## config.mk

```make
export PLATFORM = sky130hd
export DESIGN_NAME = tour_sequencer
export DESIGN_NICKNAME = d
export VERILOG_FILES = /design/src/rtl/tour_pkg.sv /design/src/rtl/tour_move_decode.sv /design/src/rtl/tour_sequencer.sv
export SDC_FILE = /design/constraint.sdc
export NUM_CORES = 1
export LEC_CHECK = 0
export BUFFER_PORTS_ARGS = -buffer_cell sky130_fd_sc_hd__buf_2
export CORE_ASPECT_RATIO = 0.6
export CORE_MARGIN = 2
export CORE_UTILIZATION = 30
export CTS_CLUSTER_DIAMETER = 100
export DETAILED_ROUTE_END_ITERATION = 7
export GPL_TIMING_DRIVEN = 0
export MAX_ROUTING_LAYER = met4
export RECOVER_POWER = 50
export SYNTH_ARGS = -nofsm -noshare
export SYNTH_HDL_FRONTEND = slang
export SYNTH_SLANG_ARGS = --single-unit
```

## constraint.sdc

```tcl
create_clock -name clk -period 4.4 [get_ports clk]
set_input_delay 0.88 -clock clk [delete_from_list [all_inputs] [get_ports clk]]
set_output_delay 0.88 -clock clk [all_outputs]
set_load 0.03 [all_outputs]
```

## src/rtl/tour_pkg.sv

```systemverilog
// Shared opcodes, headings and sequencer state encoding for the knight's-tour
// command path.
package tour_pkg;

    localparam logic [3:0] OP_MOVE     = 4'b0010;
    localparam logic [3:0] OP_MOVE_FAN = 4'b0011;
    localparam logic [3:0] OP_TOUR     = 4'b0100;

    localparam logic [7:0] HEAD_N = 8'h00;
    localparam logic [7:0] HEAD_W = 8'h3F;
    localparam logic [7:0] HEAD_S = 8'h7F;
    localparam logic [7:0] HEAD_E = 8'hBF;

    typedef enum logic [2:0] {
        ST_IDLE       = 3'd0,
        ST_GO         = 3'd1,
        ST_WAIT_SOLVE = 3'd2,
        ST_LOAD       = 3'd3,
        ST_VERT       = 3'd4,
        ST_WAIT_V     = 3'd5,
        ST_HORZ       = 3'd6,
        ST_WAIT_H     = 3'd7
    } tour_state_e;

    function automatic logic is_onehot8(input logic [7:0] v);
        return (v != 8'h00) && ((v & (v - 8'h01)) == 8'h00);
    endfunction

endpackage

```

## src/rtl/tour_move_decode.sv

```systemverilog
// Turns one solver move (one-hot over the eight knight jumps) into the
// heading and square count of its vertical and horizontal legs.
module tour_move_decode
    import tour_pkg::*;
(
    input  logic [7:0] move,
    output logic [7:0] vert_head,
    output logic [3:0] vert_sq,
    output logic [7:0] horz_head,
    output logic [3:0] horz_sq,
    output logic       legal
);

    // Jump table: vertical leg first, horizontal leg second.
    always_comb begin
        vert_head = HEAD_N;
        vert_sq   = 4'd0;
        horz_head = HEAD_W;
        horz_sq   = 4'd0;
        legal     = is_onehot8(move);
        case (move)
            8'h01: begin vert_head = HEAD_N; vert_sq = 4'd2; horz_head = HEAD_W; horz_sq = 4'd1; end
            8'h02: begin vert_head = HEAD_N; vert_sq = 4'd2; horz_head = HEAD_E; horz_sq = 4'd1; end
            8'h04: begin vert_head = HEAD_N; vert_sq = 4'd1; horz_head = HEAD_W; horz_sq = 4'd2; end
            8'h08: begin vert_head = HEAD_S; vert_sq = 4'd1; horz_head = HEAD_W; horz_sq = 4'd2; end
            8'h10: begin vert_head = HEAD_S; vert_sq = 4'd2; horz_head = HEAD_W; horz_sq = 4'd1; end
            8'h20: begin vert_head = HEAD_S; vert_sq = 4'd2; horz_head = HEAD_E; horz_sq = 4'd1; end
            8'h40: begin vert_head = HEAD_S; vert_sq = 4'd1; horz_head = HEAD_E; horz_sq = 4'd2; end
            8'h80: begin vert_head = HEAD_N; vert_sq = 4'd1; horz_head = HEAD_E; horz_sq = 4'd2; end
            default: begin
                vert_head = HEAD_N;
                vert_sq   = 4'd0;
                horz_head = HEAD_W;
                horz_sq   = 4'd0;
            end
        endcase
    end

endmodule

```

## src/rtl/tour_sequencer.sv

```systemverilog
// Launches the knight's-tour solver, then replays each stored move as a
// vertical and a horizontal leg; passes UART commands through when idle.
module tour_sequencer
    import tour_pkg::*;
#(
    parameter int NUM_MOVES    = 24,
    parameter bit FANFARE_LAST = 1'b1
) (
    input  logic        clk,
    input  logic        rst_n,
    input  logic [15:0] cmd_UART,
    input  logic        cmd_rdy_UART,
    output logic        clr_cmd_rdy_UART,
    output logic [15:0] cmd,
    output logic        cmd_rdy,
    input  logic        clr_cmd_rdy,
    input  logic        send_resp,
    output logic        tl_go,
    output logic [2:0]  tl_x_start,
    output logic [2:0]  tl_y_start,
    input  logic        tl_done,
    output logic [4:0]  tl_indx,
    input  logic [7:0]  tl_move,
    output logic        tour_busy,
    output logic        tour_err
);

    localparam logic [4:0] LAST_IDX = 5'(NUM_MOVES - 1);
    localparam logic [3:0] HORZ_OP  = FANFARE_LAST ? OP_MOVE_FAN : OP_MOVE;

    tour_state_e state_r, state_s;
    logic [4:0]  cnt_r;
    logic [2:0]  x_r, y_r;
    logic [15:0] vert_cmd_r, horz_cmd_r, cmd_r;
    logic        cmd_rdy_r, tl_go_r, tour_err_r, tour_busy_r;
    logic        tour_req_s, last_s, legal_s;
    logic [7:0]  vert_head_s, horz_head_s;
    logic [3:0]  vert_sq_s, horz_sq_s;

    tour_move_decode u_decode (
        .move      (tl_move),
        .vert_head (vert_head_s),
        .vert_sq   (vert_sq_s),
        .horz_head (horz_head_s),
        .horz_sq   (horz_sq_s),
        .legal     (legal_s)
    );

    assign tour_req_s = cmd_rdy_UART && (cmd_UART[15:12] == OP_TOUR);
    assign last_s     = (cnt_r == LAST_IDX);

    // Next-state logic; handshakes only advance on an offered command.
    always_comb begin
        state_s = state_r;
        case (state_r)
            ST_IDLE: begin
                if (tour_req_s) state_s = ST_GO;
                else            state_s = ST_IDLE;
            end
            ST_GO:         state_s = ST_WAIT_SOLVE;
            ST_WAIT_SOLVE: begin
                if (tl_done) state_s = ST_LOAD;
                else         state_s = ST_WAIT_SOLVE;
            end
            ST_LOAD: begin
                if (legal_s) state_s = ST_VERT;
                else         state_s = ST_IDLE;
            end
            ST_VERT: begin
                if (cmd_rdy_r && clr_cmd_rdy) state_s = ST_WAIT_V;
                else                          state_s = ST_VERT;
            end
            ST_WAIT_V: begin
                if (send_resp) state_s = ST_HORZ;
                else           state_s = ST_WAIT_V;
            end
            ST_HORZ: begin
                if (cmd_rdy_r && clr_cmd_rdy) state_s = ST_WAIT_H;
                else                          state_s = ST_HORZ;
            end
            ST_WAIT_H: begin
                if (send_resp && last_s)  state_s = ST_IDLE;
                else if (send_resp)       state_s = ST_LOAD;
                else                      state_s = ST_WAIT_H;
            end
            default: state_s = ST_IDLE;
        endcase
    end

    // State register.
    always_ff @(posedge clk or negedge rst_n) begin
        if (!rst_n) state_r <= ST_IDLE;
        else        state_r <= state_s;
    end

    // Move counter and start square, both captured on tour accept.
    always_ff @(posedge clk or negedge rst_n) begin
        if (!rst_n) begin
            cnt_r <= 5'd0;
            x_r   <= 3'd0;
            y_r   <= 3'd0;
        end else if (state_r == ST_IDLE && tour_req_s) begin
            cnt_r <= 5'd0;
            x_r   <= cmd_UART[6:4];
            y_r   <= cmd_UART[2:0];
        end else if (state_r == ST_WAIT_H && send_resp && !last_s) begin
            cnt_r <= cnt_r + 5'd1;
        end
    end

    // Leg commands are built once in LOAD and replayed from registers.
    always_ff @(posedge clk or negedge rst_n) begin
        if (!rst_n) begin
            vert_cmd_r <= 16'h0000;
            horz_cmd_r <= 16'h0000;
        end else if (state_r == ST_LOAD) begin
            vert_cmd_r <= {OP_MOVE, vert_head_s, vert_sq_s};
            horz_cmd_r <= {HORZ_OP, horz_head_s, horz_sq_s};
        end
    end

    // Offer a leg the cycle after entering VERT/HORZ; drop it after accept.
    always_ff @(posedge clk or negedge rst_n) begin
        if (!rst_n) begin
            cmd_r     <= 16'h0000;
            cmd_rdy_r <= 1'b0;
        end else if (state_r == ST_VERT && !cmd_rdy_r) begin
            cmd_r     <= vert_cmd_r;
            cmd_rdy_r <= 1'b1;
        end else if (state_r == ST_HORZ && !cmd_rdy_r) begin
            cmd_r     <= horz_cmd_r;
            cmd_rdy_r <= 1'b1;
        end else if (cmd_rdy_r && clr_cmd_rdy) begin
            cmd_rdy_r <= 1'b0;
        end
    end

    // Status pulses and busy flag.
    always_ff @(posedge clk or negedge rst_n) begin
        if (!rst_n) begin
            tl_go_r     <= 1'b0;
            tour_err_r  <= 1'b0;
            tour_busy_r <= 1'b0;
        end else begin
            tl_go_r     <= (state_r == ST_IDLE) && tour_req_s;
            tour_err_r  <= (state_r == ST_LOAD) && !legal_s;
            tour_busy_r <= (state_s != ST_IDLE);
        end
    end

    // Idle passthrough; a TOUR request is swallowed rather than forwarded.
    always_comb begin
        cmd              = cmd_r;
        cmd_rdy          = cmd_rdy_r;
        clr_cmd_rdy_UART = 1'b0;
        if (state_r == ST_IDLE) begin
            cmd              = cmd_UART;
            cmd_rdy          = cmd_rdy_UART && !tour_req_s;
            clr_cmd_rdy_UART = tour_req_s || clr_cmd_rdy;
        end else begin
            cmd              = cmd_r;
            cmd_rdy          = cmd_rdy_r;
            clr_cmd_rdy_UART = 1'b0;
        end
    end

    assign tl_go      = tl_go_r;
    assign tl_x_start = x_r;
    assign tl_y_start = y_r;
    assign tl_indx    = cnt_r;
    assign tour_busy  = tour_busy_r;
    assign tour_err   = tour_err_r;

endmodule

```

==> results.json <==
{
  "ys_warn_count": 0,
  "clkPwrFrac_pct": 19.3,
  "nets": 279,
  "grt_pass1_wl_mm": 6.58,
  "slew_violations": 31,
  "syn_area_per_cell_um2": 9.53,
  "dieHeight_um": 63.2,
  "r2r_end": "tour_busy$_DFF_PN0_",
  "use_met2_pct": 18.0,
  "core_area_mm2": 0.00560,
  "wirelength_mm": 3.95,
  "synth_area_leaders": "dfrtp_1 (43%), mux2_2 (7.7%), nand2_1 (3.9%)",
  "drt-initial-drc-count": 76,
  "regArea_um2": 751,
  "die_w_um": 103,
  "yosysTopAreaCellShare_pct": 42.8,
  "regToRegSetupSlack_ps": 2320,
  "io_buffers": 57,
  "synth_cells": 184,
  "hold_class": "reg -> reg",
  "vias": 1546,
  "syn_area_mm2": 0.00175,
  "peakVddDrop_mv": 0.154,
  "cts.clk_slew.worst_paths_ps": 60,
  "power_density_mw_per_mm2": 534,
  "clock-root-buffer": "clkbuf_8",
  "overflow": 0,
  "synth_nets": 215,
  "critPathMostFrequentCell": "buf_2",
  "start_kind": "input port",
  "period_minus_slack_ps": 3230,
  "required_ps": 3520,
  "power_frac_comb_pct": 49.7,
  "grt_pass1_vias": 1374,
  "cp_slowest_cell": "nor4b_1",
  "post_cts_resized": 0,
  "use_met1_pct": 19.9,
  "whs_ps": 474,
  "r2r-start": "tl_indx[0]$_DFFE_PN0P_",
  "holdBufCountCts": 0,
  "synth_common_cells": "dfrtp_1 (30), nand2_1 (18), nor2_1 (13)",
  "ys.flop_type": "dfrtp_1",
  "synth_most_common_cell": "dfrtp_1",
  "antenna_found_initial": 0,
  "async_flop_share_pct": 100,
  "syn_to_final_growth_pct": 26.3,
  "ant_nets": 0,
  "rsz0062_at_grt": "no",
  "p_int_uw": 664,
  "worstSetupEndpointType": "primary output",
  "min_from": "cmd_r[12]$_DFFE_PN0P_",
  "synth_edf_count": 0,
  "layout-drive-gt1-share_pct": 33.3,
  "grt-busiest-layer": "met1",
  "finalHoldViolCount": 0,
  "finClkSkew_ps": 3.70,
  "drt-wirelength-per-cell_um": 12.0,
  "ys_seq_area_share_pct": 42.8,
  "synth_cell_types": 46,
  "relSlewSlack_pct": -5.93,
  "min_period_over_period_pct": 73.4,
  "cts_tree": "built",
  "cts_inserted_buffers": 5,
  "synth-seq-cells": 30,
  "fmax_mhz": 310,
  "drc": 0,
  "run_status": "finished with violations",
  "routed_via_density": 4.70,
  "power_leakage_uw": 0.00111,
  "fillCellCount": 578,
  "violations": "max-capacitance violations, max-slew violations",
  "dieArea_mm2": 0.00649,
  "place_hpwl_mm": 3.05,
  "worstMarginPinSlew_ps": 1590,
  "crit_type": "in -> out",
  "min_path_cells": 2,
  "yosysTopAreaCell": "dfrtp_1",
  "worstSkewPairLatency_ps": 280,
  "maxCapViolations": 1,
  "rows": 21,
  "initial_core_util_pct": 31.3,
  "critPathMaxStageDelay_ps": 460,
  "switchingPower_uw": 519,
  "gp_congestion": 0.740,
  "h-tree-depth": 2,
  "cp_data_arrival_time_ps": 2350,
  "seqPwrFrac_pct": 31.0,
  "setup_viol": 0,
  "worstPathMaxFanout": 10,
  "cts.sinks": 30,
  "crit_chain": "buf_2, nor4b_1, and3_4, buf_6, buf_2, a21o_1, buf_2",
  "tns_ps": 0,
  "cts_setup_buffers": 0,
  "multi_input_area_um2": 912,
  "track_usage_pct": 13.5,
  "dr.pass1.iters": 5,
  "grt_max_degree": 31,
  "whs_endpoint": "cmd_r[12]$_DFFE_PN0P_",
  "switching_share_pct": 43.9,
  "r2r_cells": 6,
  "cts_buffer_depth": 2,
  "io_pins": 62,
  "use_met3_pct": 3.77,
  "n_antenna_cell": 0
}
## how the worst max path moves through the flow
stage	from	endpoint	cells after the start
after floorplan	cmd_UART[12]	clr_cmd_rdy_UART	5
after global placement	cmd_UART[12]	clr_cmd_rdy_UART	7
after detailed placement	cmd_UART[12]	clr_cmd_rdy_UART	7
after CTS	cmd_UART[12]	clr_cmd_rdy_UART	7
after global routing	cmd_UART[12]	clr_cmd_rdy_UART	7
final	cmd_UART[12]	clr_cmd_rdy_UART	7
## power by group through the flow
stage	clock network, uW	registers [uW]	logic (uW)
after global routing	250	377	640
after global placement	0	371	596
after floorplan	0	431	379
after CTS	233	367	601
final	228	367	588
after detailed placement	0	371	598
## layer usage
metal	vias to the layer above	part of all wire, %
met4	0	0.73
met2	44	39
met3	5	7.1
met1	713	53
li1	784	-
met5	-	0
## metrics by stage
step | power [uW] | util (%) | instances | cell area, um2 | worst slack [ps]
2_1_floorplan | 810 | - | 184 | 1750 | 1570
3_3_place_gp | 968 | 38.2 | 321 | 2140 | 1110
3_5_place_dp | 969 | 38.2 | 321 | 2140 | 1110
4_1_cts | 1200 | 39.8 | 329 | 2230 | 1110
5_1_grt | 1270 | 39.6 | 329 | 2210 | 952
6_report | 1180 | 39.6 | 329 | 2210 | 1170
## sequential cells by signal, indices dropped and copies added, names as in the netlist
register / flops
tl_y_start: 3
state_r: 3
tl_go: 1
vert_cmd_r: 3
cmd_r: 7
tl_x_start: 3
tour_busy: 1
tour_err: 1
tl_indx: 5
horz_cmd_r: 2
cmd_rdy_r: 1
## cells in the final DEF (no fill, tap or decap), types with 3 or more instances in the layout
cell type	synthesis	layout
clkbuf_8	0	6
buf_2	5	54
o21ai_0	11	12
nor4b_1	3	3
and2_1	4	4
a21oi_1	9	9
nand2_1	18	18
a21o_1	7	7
mux2i_1	4	4
xor2_1	4	4
nor3_1	5	5
clkbuf_1	8	17
mux2_2	12	12
nand3_1	5	5
dfrtp_1	30	30
nor2_1	13	13
nand3b_1	4	4
nor4_1	3	3
## critical path: cells and delay by family
kind	cells	cell delay [ps]
and+or+nand+nor	2	730
AOI/OAI and AO/OA	1	110
buffers and inverters	4	640
## cell type report
| class | count | share of cell area (%) |
|---|---|---|
| clock buffers | 7 | 3.90 |
| multi-input cells | 136 | 41.2 |
| clock inverters | 1 | 0.226 |
| plain buffers | 15 | 3.22 |
| repair buffers | 57 | 12.5 |
| well taps | 80 | 4.52 |
| inverters | 3 | 0.508 |
| flip-flops and latches | 30 | 33.9 |
## cell families (layout without fill, tap and decap cells)
group	count (synthesis)	after routing	synth area share [%]
muxes	16	16	9.99
xor gates and xnor gates	6	6	3.00
AOI/OAI and AO/OA	36	36	12.3
buffers and inverters	18	83	4.85
DFF	30	30	42.8
adders and majority gates	1	1	0.714
and+or+nand+nor	77	77	26.3
No activity file was read; power rests on OpenSTA's default activity.
